`src/rtl/ps2_pkg.sv`:
```
// ps2_pkg
//   Shared definitions for the PS/2 keyboard receiver and host transmitter:
//   the transmitter state encoding, the default timing constants (cycles of
//   the 3.5 MHz clk_cpu) and a couple of small helper functions.
package ps2_pkg;

    typedef enum logic [2:0] {
        IDLE,
        INHIBIT,
        REQ,
        WAIT_DEV,
        SHIFT,
        WAIT_IDLE,
        ABORT
    } ps2_tx_state_t;

    localparam int unsigned PS2_INHIBIT_CYCLES     = 420;    // 120 us
    localparam int unsigned PS2_FIRST_EDGE_TIMEOUT = 52500;  // 15 ms
    localparam int unsigned PS2_PACKET_TIMEOUT     = 7000;   // 2 ms
    localparam int unsigned PS2_FILTER_CYCLES      = 4;

    function automatic int unsigned ps2_max3(input int unsigned a,
                                             input int unsigned b,
                                             input int unsigned c);
        int unsigned m;
        m = a;
        if (b > m) m = b;
        if (c > m) m = c;
        return m;
    endfunction

    // Odd parity bit for a PS/2 frame.
    function automatic logic ps2_odd_parity(input logic [7:0] d);
        return ~^d;
    endfunction

endpackage

```
`src/rtl/ps2_line_filter.sv`:
```
// ps2_line_filter
//   Two-flop synchronizer followed by a debounce: a new line level is
//   accepted only after FILTER_CYCLES consecutive synchronized samples agree.
//   Ports:
//     clk    in  system clock
//     reset  in  synchronous, active-high reset
//     raw_in in  asynchronous open-collector line
//     level  out filtered line level (idles high)
//     fall   out one-cycle strobe on a filtered 1->0 transition
module ps2_line_filter
    import ps2_pkg::*;
#(
    parameter int unsigned FILTER_CYCLES = PS2_FILTER_CYCLES
) (
    input  logic clk,
    input  logic reset,
    input  logic raw_in,
    output logic level,
    output logic fall
);

    localparam int unsigned CW = (FILTER_CYCLES < 2) ? 1 : $clog2(FILTER_CYCLES + 1);

    logic          sync0_q;
    logic          sync1_q;
    logic          level_q;
    logic          fall_q;
    logic [CW-1:0] cnt_q;

    always_ff @(posedge clk) begin
        if (reset) begin
            sync0_q <= 1'b1;
            sync1_q <= 1'b1;
            level_q <= 1'b1;
            fall_q  <= 1'b0;
            cnt_q   <= '0;
        end else begin
            sync0_q <= raw_in;
            sync1_q <= sync0_q;
            fall_q  <= 1'b0;
            if (sync1_q == level_q) begin
                cnt_q <= '0;
            end else if (cnt_q == CW'(FILTER_CYCLES - 1)) begin
                // This is the FILTER_CYCLES-th differing sample in a row.
                level_q <= sync1_q;
                fall_q  <= ~sync1_q;
                cnt_q   <= '0;
            end else begin
                cnt_q <= cnt_q + 1'b1;
            end
        end
    end

    assign level = level_q;
    assign fall  = fall_q;

endmodule

```
`src/rtl/ps2_host_tx.sv`:
```
// ps2_host_tx
//   Host-to-device PS/2 transmitter. Inhibits the bus, issues a request to
//   send, then shifts one byte (LSB first, odd parity, stop) out on the
//   device-generated clock and checks the device ACK.
//   Ports:
//     clk, reset            system clock, synchronous active-high reset
//     tx_data/tx_valid      byte to send, request (taken when tx_ready)
//     tx_ready              high only while idle
//     tx_done / tx_error    one-cycle completion / failure pulses
//     busy                  high whenever a transfer is in progress
//     ps2_clk_in/dat_in     raw bus lines (asynchronous)
//     ps2_clk_oe/dat_oe     1 = pull the corresponding line low
module ps2_host_tx
    import ps2_pkg::*;
#(
    parameter int unsigned INHIBIT_CYCLES     = PS2_INHIBIT_CYCLES,
    parameter int unsigned FIRST_EDGE_TIMEOUT = PS2_FIRST_EDGE_TIMEOUT,
    parameter int unsigned PACKET_TIMEOUT     = PS2_PACKET_TIMEOUT,
    parameter int unsigned FILTER_CYCLES      = PS2_FILTER_CYCLES
) (
    input  logic       clk,
    input  logic       reset,
    input  logic [7:0] tx_data,
    input  logic       tx_valid,
    output logic       tx_ready,
    output logic       tx_done,
    output logic       tx_error,
    output logic       busy,
    input  logic       ps2_clk_in,
    input  logic       ps2_dat_in,
    output logic       ps2_clk_oe,
    output logic       ps2_dat_oe
);

    // One timer serves the inhibit hold and both timeouts.
    localparam int unsigned TMAX = ps2_max3(INHIBIT_CYCLES, FIRST_EDGE_TIMEOUT, PACKET_TIMEOUT);
    localparam int unsigned TW   = $clog2(TMAX + 1);

    ps2_tx_state_t state_q;
    logic [TW-1:0] timer_q;
    logic [TW-1:0] timer_inc;
    logic [3:0]    bit_cnt_q;
    logic [7:0]    data_q;
    logic          parity_q;
    logic          tx_ready_q;
    logic          tx_done_q;
    logic          tx_error_q;
    logic          busy_q;
    logic          clk_oe_q;
    logic          dat_oe_q;
    logic          dat_s0_q;
    logic          dat_s1_q;
    logic          clk_level;
    logic          clk_fall;

    ps2_line_filter #(
        .FILTER_CYCLES(FILTER_CYCLES)
    ) u_clk_filter (
        .clk   (clk),
        .reset (reset),
        .raw_in(ps2_clk_in),
        .level (clk_level),
        .fall  (clk_fall)
    );

    // Data line only needs synchronizing; it is sampled on filtered clock edges.
    always_ff @(posedge clk) begin
        if (reset) begin
            dat_s0_q <= 1'b1;
            dat_s1_q <= 1'b1;
        end else begin
            dat_s0_q <= ps2_dat_in;
            dat_s1_q <= dat_s0_q;
        end
    end

    // Saturating increment.
    always_comb begin
        timer_inc = timer_q;
        if (timer_q != TW'(TMAX)) timer_inc = timer_q + 1'b1;
    end

    always_ff @(posedge clk) begin
        if (reset) begin
            state_q    <= IDLE;
            timer_q    <= '0;
            bit_cnt_q  <= '0;
            data_q     <= '0;
            parity_q   <= 1'b0;
            tx_ready_q <= 1'b1;
            tx_done_q  <= 1'b0;
            tx_error_q <= 1'b0;
            busy_q     <= 1'b0;
            clk_oe_q   <= 1'b0;
            dat_oe_q   <= 1'b0;
        end else begin
            tx_done_q  <= 1'b0;
            tx_error_q <= 1'b0;
            case (state_q)
                IDLE: begin
                    if (tx_valid && tx_ready_q) begin
                        data_q     <= tx_data;
                        parity_q   <= ps2_odd_parity(tx_data);
                        timer_q    <= '0;
                        bit_cnt_q  <= '0;
                        clk_oe_q   <= 1'b1;
                        tx_ready_q <= 1'b0;
                        busy_q     <= 1'b1;
                        state_q    <= INHIBIT;
                    end
                end
                INHIBIT: begin
                    // clk_fall is ignored here: the host inhibit wins.
                    if (timer_q == TW'(INHIBIT_CYCLES - 1)) begin
                        dat_oe_q <= 1'b1;
                        state_q  <= REQ;
                    end else begin
                        timer_q <= timer_inc;
                    end
                end
                REQ: begin
                    clk_oe_q <= 1'b0;
                    timer_q  <= '0;
                    state_q  <= WAIT_DEV;
                end
                WAIT_DEV: begin
                    if (clk_fall) begin
                        dat_oe_q  <= ~data_q[0];
                        bit_cnt_q <= 4'd1;
                        timer_q   <= '0;
                        state_q   <= SHIFT;
                    end else if (timer_inc == TW'(FIRST_EDGE_TIMEOUT)) begin
                        clk_oe_q <= 1'b0;
                        dat_oe_q <= 1'b0;
                        state_q  <= ABORT;
                    end else begin
                        timer_q <= timer_inc;
                    end
                end
                SHIFT: begin
                    timer_q <= timer_inc;
                    if (clk_fall) begin
                        bit_cnt_q <= bit_cnt_q + 4'd1;
                        case (bit_cnt_q)
                            4'd1, 4'd2, 4'd3, 4'd4,
                            4'd5, 4'd6, 4'd7: dat_oe_q <= ~data_q[bit_cnt_q[2:0]];
                            4'd8:             dat_oe_q <= ~parity_q;
                            4'd9:             dat_oe_q <= 1'b0;
                            4'd10: begin
                                // Device ACK is a low data line on the 11th edge.
                                if (!dat_s1_q) begin
                                    state_q <= WAIT_IDLE;
                                end else begin
                                    dat_oe_q <= 1'b0;
                                    state_q  <= ABORT;
                                end
                            end
                            default: begin
                                dat_oe_q <= 1'b0;
                                state_q  <= ABORT;
                            end
                        endcase
                    end else if (timer_inc == TW'(PACKET_TIMEOUT)) begin
                        dat_oe_q <= 1'b0;
                        state_q  <= ABORT;
                    end
                end
                WAIT_IDLE: begin
                    if (clk_level && dat_s1_q) begin
                        tx_done_q  <= 1'b1;
                        tx_ready_q <= 1'b1;
                        busy_q     <= 1'b0;
                        state_q    <= IDLE;
                    end else if (timer_inc == TW'(PACKET_TIMEOUT)) begin
                        state_q <= ABORT;
                    end else begin
                        timer_q <= timer_inc;
                    end
                end
                ABORT: begin
                    clk_oe_q   <= 1'b0;
                    dat_oe_q   <= 1'b0;
                    tx_error_q <= 1'b1;
                    tx_ready_q <= 1'b1;
                    busy_q     <= 1'b0;
                    state_q    <= IDLE;
                end
                default: begin
                    clk_oe_q   <= 1'b0;
                    dat_oe_q   <= 1'b0;
                    tx_ready_q <= 1'b1;
                    busy_q     <= 1'b0;
                    state_q    <= IDLE;
                end
            endcase
        end
    end

    assign tx_ready   = tx_ready_q;
    assign tx_done    = tx_done_q;
    assign tx_error   = tx_error_q;
    assign busy       = busy_q;
    assign ps2_clk_oe = clk_oe_q;
    assign ps2_dat_oe = dat_oe_q;

endmodule
```
`config.mk`:
```
export PLATFORM = sky130hd
export DESIGN_NAME = ps2_host_tx
export DESIGN_NICKNAME = d
export VERILOG_FILES = /design/src/rtl/ps2_pkg.sv /design/src/rtl/ps2_line_filter.sv /design/src/rtl/ps2_host_tx.sv
export SDC_FILE = /design/constraint.sdc
export NUM_CORES = 1
export LEC_CHECK = 0
export ABC_AREA = 1
export CAP_MARGIN = 25
export CORE_MARGIN = 8
export CORE_UTILIZATION = 50
export CTS_CLUSTER_DIAMETER = 100
export DETAILED_ROUTE_END_ITERATION = 6
export DONT_BUFFER_PORTS = 1
export GPL_ROUTABILITY_DRIVEN = 0
export PLACE_DENSITY_LB_ADDON = 0.2
export SETUP_SLACK_MARGIN = 0.15
export SKIP_CTS_REPAIR_TIMING = 1
export SYNTH_ARGS = -nofsm -noshare
export SYNTH_HDL_FRONTEND = slang
export SYNTH_SLANG_ARGS = --single-unit
```
`constraint.sdc`:
```
create_clock -name clk -period 2.69 [get_ports clk]
set_input_delay 0.1345 -clock clk [delete_from_list [all_inputs] [get_ports clk]]
set_output_delay 0.1345 -clock clk [all_outputs]
set_load 0.005 [all_outputs]
```
==> flow_summary_export.csv, run 1 <==
group,metric,value,unit
status,status,"complete, no violations",
die,die_x,93.6,um
worst_hold_path,hold_class,"primary input to flop",
synthesis,syn-num-nets,499,
clock_network,cts_inserted_buffers,5,
critical_path,path_cells,"ha_2, inv_1, nor2_4, nand3_1, nand2_1, nand2_1, inv_1, nor2_1, nand3_2, nor2_4, nor2_4, nor2_4, nor2_2, nand2_1, nand2_1, nor2_1",
critical_path,critical_path_peak_fanout,8,
layout,synthToLayoutAreaGrowth,7.69,%
grt,grt_max_degree,33,
grt,use_met3,0.0417,
critical_path,reg2reg_depth,16,
grt,grt_busiest_layer,"met2",
synthesis,synth_ff_type,"dfxtp_1",
critical_path,slowest_delay,400,ps
sta,fin_crit_sh,0.855,
critical_path,r2r_slack,390,ps
layout,final_common_cell,"nand2_1",
route,drtAntennaViolNets,0,
clock_network,insertion_delay,310,ps
route,vias,2927,
grt,grtUsageTotal,0.157,
sta,hold_violations,0,
layout,final_cells,562,
sta,tightest_slew,586,ps
grt,grtUsageMet1,0.185,
sta,grt_setup_unrepaired,"no",
grt,use_met2,0.271,
worst_hold_path,min_from,"tx_data[7]",
critical_path,startpoint_type,"flop",
power_and_ir_drop,cellPowerDensity,911,nW/um^2
grt,antenna_found_initial,0,
clock_network,cts_root_buf,"clkbuf_8",
route,drt-initial-drc-count,150,
route,routed_wl,7020,um
synthesis,synth_edf_count,0,
layout,num_antenna_cells,0,
layout,layout_common_cells,"nand2_1 (123), nor2_1 (87), inv_1 (58)",
placed_design,placedCellCount,545,
die,rows,28,
synthesis,syn_area,3010,um^2
clock_network,cts_tree,"done",
critical_path,r2r_end,"timer_q[5]$_SDFFE_PP0P_",
grt,gr-total-overflow,0,
synthesis,synth.area.top_cells,"dfxtp_1 (31%), nand2_1 (15%), nor2_1 (11%), inv_1 (7.2%), o21ai_0 (5.2%)",
route,drt_pass1_iterations,5,
sta,period_needed,2300,ps
worst_hold_path,holdPathEnd,"data_q[7]$_SDFFE_PP0P_",
critical_path,crit_path_end_kind,"flop",
power_and_ir_drop,peakVddDrop,574,uV
sta,relSlewSlack,0.609,
synthesis,synth_cell_types,31,
synthesis,netlist.area_leader.share,0.313,
synthesis,avgSynthCellArea,6.30,um^2
sta,clock_skew,10.2,ps
sta,fin_setup_tns,0,ps
critical_path,crit_start,"timer_q[0]$_SDFFE_PP0P_",
die,dieArea,8760,um^2
placed_design,dp_hpwl,5030,um
sta,setup_viol,0,
route,drc,0,
die,core_region_area,5890,um^2
critical_path,required,2900,ps
layout,drive_above_1_share,0.0883,
placed_design,io_buffers,0,
clock_network,cts_max_path_buffers,2,
layout,nNetsFinal,507,
layout,fin_util,0.551,
synthesis,synth-seq-cells,47,
sta,maxSlewViolCount,0,
grt,grt_first_pass_wirelength,11500,um
critical_path,critPathSlowestCell,"nor2_2",
die,top_level_ports,19,
synthesis,ys_seq_area_frac,0.313,
grt,grt_pass1_vias,2662,
synthesis,yosysTopAreaCell,"dfxtp_1",
synthesis,synthArstFlopShare,0,
synthesis,syn_inst,478,
die,die_y,93.6,um
layout,fillers,596,
power_and_ir_drop,leakage,1.37,nW
clock_network,h-tree-depth,2,
critical_path,critical_path_class,"flop to flop",
run,drv_cap,0,
synthesis,ys_warn_count,0,
sta,clock.fmax,0.435,GHz
clock_network,clk_pin_slew_worst_paths,100,ps
clock_network,cts_num_sinks,47,
worst_hold_path,hold_depth,2,
route,viasPerCell,5.21,
critical_path,crit_arrival,2500,ps
critical_path,worst_r2r_startpoint,"timer_q[0]$_SDFFE_PP0P_",
route,wire_per_inst,12.5,um
die,start_util,0.511,
## cell usage after synthesis, types with 4 or more instances
cell,n
a21oi_1,20
clkbuf_1,4
dfxtp_1,47
ha_1,8
inv_1,58
nand2_1,123
nand2_2,6
nand3_1,27
nand4_1,11
nor2_1,87
nor2_2,4
nor2_4,9
nor3_1,6
o211ai_1,4
o21ai_0,31
or2_2,4
xnor2_1,8
## sequential cells by signal, summed over array words and instances, names as in the netlist, 3 cells and up
| register | count |
|---|---|
| data_q | 8 |
| state_q | 3 |
| timer_q | 16 |
| u_clk_filter.cnt_q | 3 |
| bit_cnt_q | 4 |
## how the worst max path moves through the flow
stage                     slack, ps                      end  cells past startpoint
after floorplan                 670  timer_q[2]$_SDFFE_PP0P_                     15
after global placement          260  timer_q[6]$_SDFFE_PP0P_                     16
after detailed placement        170  timer_q[0]$_SDFFE_PP0P_                     16
after CTS                       160  timer_q[0]$_SDFFE_PP0P_                     16
after global routing            160  timer_q[9]$_SDFFE_PP0P_                     13
final                           390  timer_q[5]$_SDFFE_PP0P_                     16
## cells by family after synthesis
| group | Yosys count | share of synthesized area |
|---|---|---|
| compound gates | 62 | 0.113 |
| xor+xnor | 9 | 0.0262 |
| fa+ha+maj | 8 | 0.0333 |
| buf+inv | 69 | 0.0952 |
| flops | 47 | 0.313 |
| simple gates | 283 | 0.420 |
## final cells by class
| type | count | area, um^2 | share of cell area |
|---|---|---|---|
| Clock buffer | 5 | 68.8 | 0.0212 |
| Timing Repair Buffer | 9 | 85.1 | 0.0262 |
| Clock inverter | 3 | 26.3 | 0.00810 |
| Sequential cell | 47 | 943 | 0.291 |
| Tap cell | 75 | 93.8 | 0.0289 |
| Multi-Input combinational cell | 364 | 1800 | 0.556 |
| Inverter | 59 | 221 | 0.0683 |
## power by group
part | switching (mW) | internal (mW)
registers | 0.237 | 0.895
logic | 0.903 | 0.463
clock network | 0.263 | 0.191
total | 1.40 | 1.55
## worst max-delay path, delay by kind of cell (launching register included)
kind                     cells  cell delay (ps)
AND/OR/NAND/NOR             13             1400
buffers and inverters        2              190
flip-flops                   1              390
adder cells (fa/ha/maj)      1              220
## stage by stage
step	hold WS, ps	setup slack (ps)	cell area, um^2	power [mW]
final	10.6	391	3240	2.95
after global routing	1.34	158	3240	3.26
after CTS	-134	157	3150	2.91
after detailed placement	208	170	3050	2.45
after global placement	207	264	3050	2.42
after floorplan	238	667	3010	2.20
## per-layer routing
layer	vias to the layer above	part of all wire
met1	1311	0.45
li1	1533	-
met4	0	0.013
met5	-	0
met3	8	0.058
met2	75	0.48
Power figures use the tool's default switching activity.
==> inputs of run 2 (changes only) <==
Settings changed: PLACE_DENSITY set to 0.66, PLACE_DENSITY_LB_ADDON 0.2 to unset.
==> flow_summary_export.csv, run 2 (same netlist as run 1, synthesis figures left out) <==
group,metric,value,unit
status,status,"finished, violations left",
status,violations,"hold timing",
clock_network,clk_pin_slew_worst_paths,90,ps
clock_network,cts_root_buf,"clkbuf_8",
grt,grtUsageTotal,0.158,
layout,final_common_cell,"nand2_1",
critical_path,crit_path_end_kind,"flop",
layout,nNetsFinal,508,
route,routed_wl,6830,um
die,dieArea,8760,um^2
critical_path,path_cells,"ha_1, nand3_1, nor2_2, buf_4, nand4_1, nand2_1, inv_1, nor2_1, nand3_2, nor2_4, nor2_4, nor2_4, nor2_4, buf_12, nand2_1, nand2_1, nor2_1",
power_and_ir_drop,peakVddDrop,533,uV
critical_path,required,2930,ps
layout,drive_above_1_share,0.0881,
sta,hold_violations,1,
critical_path,critical_path_class,"flop to flop",
placed_design,dp_hpwl,5080,um
route,wire_per_inst,12.1,um
layout,largest_reg_flops,16,
route,viasPerCell,5.18,
sta,clock_skew,10.4,ps
power_and_ir_drop,cellPowerDensity,931,nW/um^2
clock_network,cts_max_path_buffers,2,
layout,top_regs,"timer_q x16, data_q x8, bit_cnt_q x4",
layout,synthToLayoutAreaGrowth,8.89,%
sta,fin_crit_sh,0.853,
clock_network,cts_inserted_buffers,5,
sta,tightest_slew,544,ps
sta,period_needed,2300,ps
die,rows,28,
grt,grt_first_pass_wirelength,11600,um
clock_network,cts_num_sinks,47,
grt,antenna_found_initial,0,
power_and_ir_drop,leakage,1.39,nW
sta,clock.fmax,0.436,GHz
critical_path,startpoint_type,"flop",
route,drt-initial-drc-count,86,
critical_path,critPathSlowestCell,"dfxtp_2",
sta,relSlewSlack,0.636,
grt,grt_max_degree,33,
route,drtAntennaViolNets,0,
layout,layout_common_cells,"nand2_1 (123), nor2_1 (87), inv_1 (58)",
route,drc,0,
clock_network,insertion_delay,300,ps
sta,maxSlewViolCount,0,
critical_path,crit_arrival,2530,ps
critical_path,crit_path_frequent_cell,"nor2_4",
layout,num_antenna_cells,0,
clock_network,cts_tree,"done",
worst_hold_path,hold_class,"primary input to flop",
placed_design,io_buffers,0,
grt,grt_pass1_vias,2718,
sta,fin_setup_tns,0,ps
layout,largest_register,"timer_q",
clock_network,h-tree-depth,2,
sta,grt_setup_unrepaired,"no",
die,top_level_ports,19,
die,start_util,0.511,
critical_path,critical_path_peak_fanout,16,
die,die_y,93.6,um
die,core_region_area,5890,um^2
grt,gr-total-overflow,0,
route,drt_pass1_iterations,4,
critical_path,slowest_delay,400,ps
layout,fin_util,0.557,
sta,timing.hold.ws,-15.1,ps
run,drv_cap,0,
route,vias,2916,
sta,setup_viol,0,
die,die_x,93.6,um
-- run 2: cell count changes in the layout (fill, tap and decap cells not counted), sizes merged --
cell | previous run | this run
buf | 2 | 5
bufinv | 0 | 1
dlygate4sd3 | 7 | 6
inv | 61 | 60
nor2 | 102 | 101
-- run 2: path summary, 6_finish.rpt --
path                                  end  depth (start not counted)                     from  slack (ps)
setup / recovery  timer_q[6]$_SDFFE_PP0P_                         17  timer_q[0]$_SDFFE_PP0P_         390
hold / removal     data_q[0]$_SDFFE_PP0P_                          2               tx_data[0]         -20
setup reg to reg  timer_q[6]$_SDFFE_PP0P_                         17  timer_q[0]$_SDFFE_PP0P_         390
hold reg to reg       dat_s1_q$_SDFF_PP1_                          1      dat_s0_q$_SDFF_PP1_         420
-- run 2: metal layers --
layer | global-route usage | vias to the layer above | share of wire
li1 | - | 1533 | -
met1 | 0.178 | 1300 | 0.46
met2 | 0.281 | 69 | 0.47
met3 | 0.0401 | 14 | 0.053
met4 | 0.0528 | 0 | 0.018
met5 | 0 | - | 0
-- run 2: critical path: cells and delay by family, from the launching register on --
kind | cells | cell delay (ps)
buffers and inverters | 3 | 330
adder cells (fa/ha/maj) | 1 | 220
AND/OR/NAND/NOR | 13 | 1280
flip-flops | 1 | 400
-- run 2: final cells by class --
| cell class | instances | area (um^2) |
|---|---|---|
| Tap cell | 75 | 93.8 |
| Clock buffer | 5 | 68.8 |
| Sequential cell | 47 | 942 |
| Multi-Input combinational cell | 363 | 1790 |
| Timing Repair Buffer | 11 | 110 |
| Fill cell | 575 | 2610 |
| Clock inverter | 3 | 47.5 |
| Inverter | 59 | 221 |
-- run 2: per-stage QoR --
step	power (mW)	instances	worst slack (ps)	area [um^2]
after floorplan	2.20	478	667	3010
after global placement	2.44	546	263	3060
after detailed placement	2.45	546	189	3060
after CTS	2.99	554	186	3180
after global routing	3.36	563	171	3280
final	3.05	563	395	3280
-- run 2: report_power, final --
part / switching, mW / internal (mW) / leakage, nW
Clock: 0.253 / 0.282 / 0.0587
Sequential: 0.235 / 0.893 / 0.386
Combinational: 0.891 / 0.498 / 0.946
Total: 1.38 / 1.67 / 1.39
==> inputs of run 3 (changes only) <==
Settings changed: ABC_AREA 1 to unset.
Clock period 2.69 ns to 2.9 ns, I/O delays scaled along.
==> flow_summary_export.csv, run 3 <==
group,metric,value,unit
layout,synthToLayoutAreaGrowth,22.5,%
route,drtAntennaViolNets,0,
synthesis,synth.area.top_cells,"dfxtp_1 (32%), a21oi_1 (6.1%), nand2_1 (5.2%), o21ai_0 (4.2%), nor2_1 (4.2%)",
route,wl_met2,4010,um
synthesis,ys_warn_count,0,
route,drc,0,
route,wire_per_inst,16.9,um
layout,largest_register,"timer_q",
die,rows,28,
sta,maxSlewViolCount,0,
grt,grt_max_degree,48,
synthesis,synth_edf_count,0,
synthesis,synthArstFlopShare,0,
grt,grt_pass1_vias,2723,
critical_path,startpoint_type,"flop",
sta,clock.fmax,0.330,GHz
die,core_region_area,5820,um^2
status,violations,"setup timing",
route,wl_met1,3610,um
critical_path,critical_path_class,"flop to flop",
die,dieArea,8650,um^2
route,vias,3115,
synthesis,syn-num-nets,409,
power_and_ir_drop,peakVddDrop,422,uV
sta,clock_skew,8.84,ps
clock_network,clk_pin_slew_worst_paths,90,ps
grt,antenna_found_initial,0,
synthesis,syn_area,2970,um^2
critical_path,required,3120,ps
layout,fin_util,0.625,
power_and_ir_drop,leakage,1.27,nW
synthesis,synthTopCellsByCount,"dfxtp_1 (47), nand2_1 (41), a21oi_1 (36)",
power_and_ir_drop,power.share.clock,0.238,
synthesis,synth_cell_types,61,
grt,grt_first_pass_wirelength,12700,um
power_and_ir_drop,power.switching,0.753,mW
die,die_y,93.0,um
placed_design,io_buffers,0,
layout,nNetsFinal,440,
sta,grt_setup_unrepaired,"yes",
sta,period_needed,3030,ps
worst_hold_path,hold_class,"primary input to flop",
route,routed_wl,8340,um
critical_path,critical_path_peak_fanout,6,
layout,top_regs,"timer_q x16, data_q x8, bit_cnt_q x4",
clock_network,cts_root_buf,"clkbuf_8",
power_and_ir_drop,finalPower,2.05,mW
clock_network,cts_max_path_buffers,2,
sta,relSlewSlack,0.511,
synthesis,netlist.area_leader.share,0.317,
clock_network,cts_inserted_buffers,5,
synthesis,avgSynthCellArea,7.64,um^2
synthesis,yosysMostFrequentCell,"dfxtp_1",
power_and_ir_drop,combPwrFrac,0.373,
sta,setup_viol,15,
grt,gr-total-overflow,0,
layout,drive_above_1_share,0.212,
run,drv_cap,0,
critical_path,crit_path_end_kind,"flop",
layout,largest_reg_flops,16,
die,top_level_ports,19,
power_and_ir_drop,cellPowerDensity,563,nW/um^2
critical_path,crit_arrival,3250,ps
power_and_ir_drop,internal_power,1.29,mW
sta,fin_crit_sh,1.05,
sta,hold_violations,0,
die,start_util,0.510,
route,drt_pass1_iterations,5,
grt,grtUsageTotal,0.179,
layout,final_common_cell,"dfxtp_1",
clock_network,cts_tree,"done",
clock_network,insertion_delay,310,ps
route,viasPerCell,6.29,
sta,setup_ws,-131,ps
synthesis,syn_inst,388,
power_and_ir_drop,seqPwrFrac,0.389,
power_and_ir_drop,sw_frac_of_total,0.368,
die,die_x,93.0,um
synthesis,synth_ff_type,"dfxtp_1",
status,status,"finished, violations left",
layout,num_antenna_cells,0,
placed_design,dp_hpwl,5640,um
route,routed.top_layer,"met4",
layout,layout_common_cells,"dfxtp_1 (47), nand2_1 (40), buf_4 (36)",
clock_network,h-tree-depth,2,
route,drt-initial-drc-count,321,
clock_network,cts_num_sinks,47,
sta,tightest_slew,730,ps
sta,fin_setup_tns,-722,ps
route,met3_length,505,um
synthesis,ys_seq_area_frac,0.317,
sta,timing.hold.ws,25.4,ps
synthesis,synth-seq-cells,47,
synthesis,yosysTopAreaCell,"dfxtp_1",
[run 3: cell count changes after synthesis, sizes merged, moves of 6 or more]
cell and delta:
nand3 -13, nor3 +10, nand2 -88, nor4 +7, inv -44, o21ai -7
clkbuf +20, nor2 -67, a21oi +16, a31oi +6
[run 3: worst paths after layout]
path                                               from                 endpoint  slack [ps]  depth (start not counted)
worst max-delay path            timer_q[6]$_SDFFE_PP0P_  ps2_dat_oe$_SDFFE_PP0P_        -130                          8
worst min-delay path                              reset  timer_q[3]$_SDFFE_PP0P_          30                          1
worst max register to register  timer_q[6]$_SDFFE_PP0P_  ps2_dat_oe$_SDFFE_PP0P_        -130                          8
worst min register to register      dat_s0_q$_SDFF_PP1_      dat_s1_q$_SDFF_PP1_         410                          1
[run 3: kinds of logic after synthesis]
family	Yosys count	synth area share
buffers and inverters	43	0.0574
XOR/XNOR	14	0.0414
adder cells (fa/ha/maj)	8	0.0338
flip-flops	47	0.317
AO/OA/AOI/OAI	102	0.214
AND/OR/NAND/NOR	172	0.321
multiplexers	2	0.0152
[run 3: through the flow]
step / cells / setup slack [ps] / area, um^2
2_1_floorplan: 388 / 59.4 / 2990
3_3_place_gp: 468 / -96.0 / 3210
3_5_place_dp: 468 / -102 / 3210
4_1_cts: 476 / -135 / 3330
5_1_grt: 495 / -214 / 3630
6_report: 495 / -131 / 3630
[run 3: worst max-delay path, cell delays in order, from the launching register on]
cell      delay (ps)
dfxtp_1          320
or4b_4           570
nor4_4           520
xnor2_2          140
nor4_4           350
or4b_4           540
a32oi_4          210
a21oi_1          100
a311oi_1         200
[run 3: power by group through the flow]
stage | Combinational, mW | Clock [mW] | Sequential (mW)
finish | 0.763 | 0.488 | 0.796
CTS | 0.644 | 0.500 | 0.794
global placement | 0.633 | 0 | 0.808
global route | 0.842 | 0.520 | 0.808
floorplan | 0.499 | 0 | 0.765
detailed placement | 0.641 | 0 | 0.808
[run 3: final cells by class]
type,count,area (um^2)
well taps,75,93.8
flip-flops and latches,47,941
multi-input cells,299,2000
clock inverters,3,43.8
inverters,15,56.3
repair buffers,51,434
fillers,512,2180
clock buffers,5,68.8
[run 3: metal layers]
layer / vias up / global-route usage
met1: 1472 / 0.224
met3: 27 / 0.0248
met4: 0 / 0.0752
li1: 1479 / -
met2: 137 / 0.301
met5: - / 0
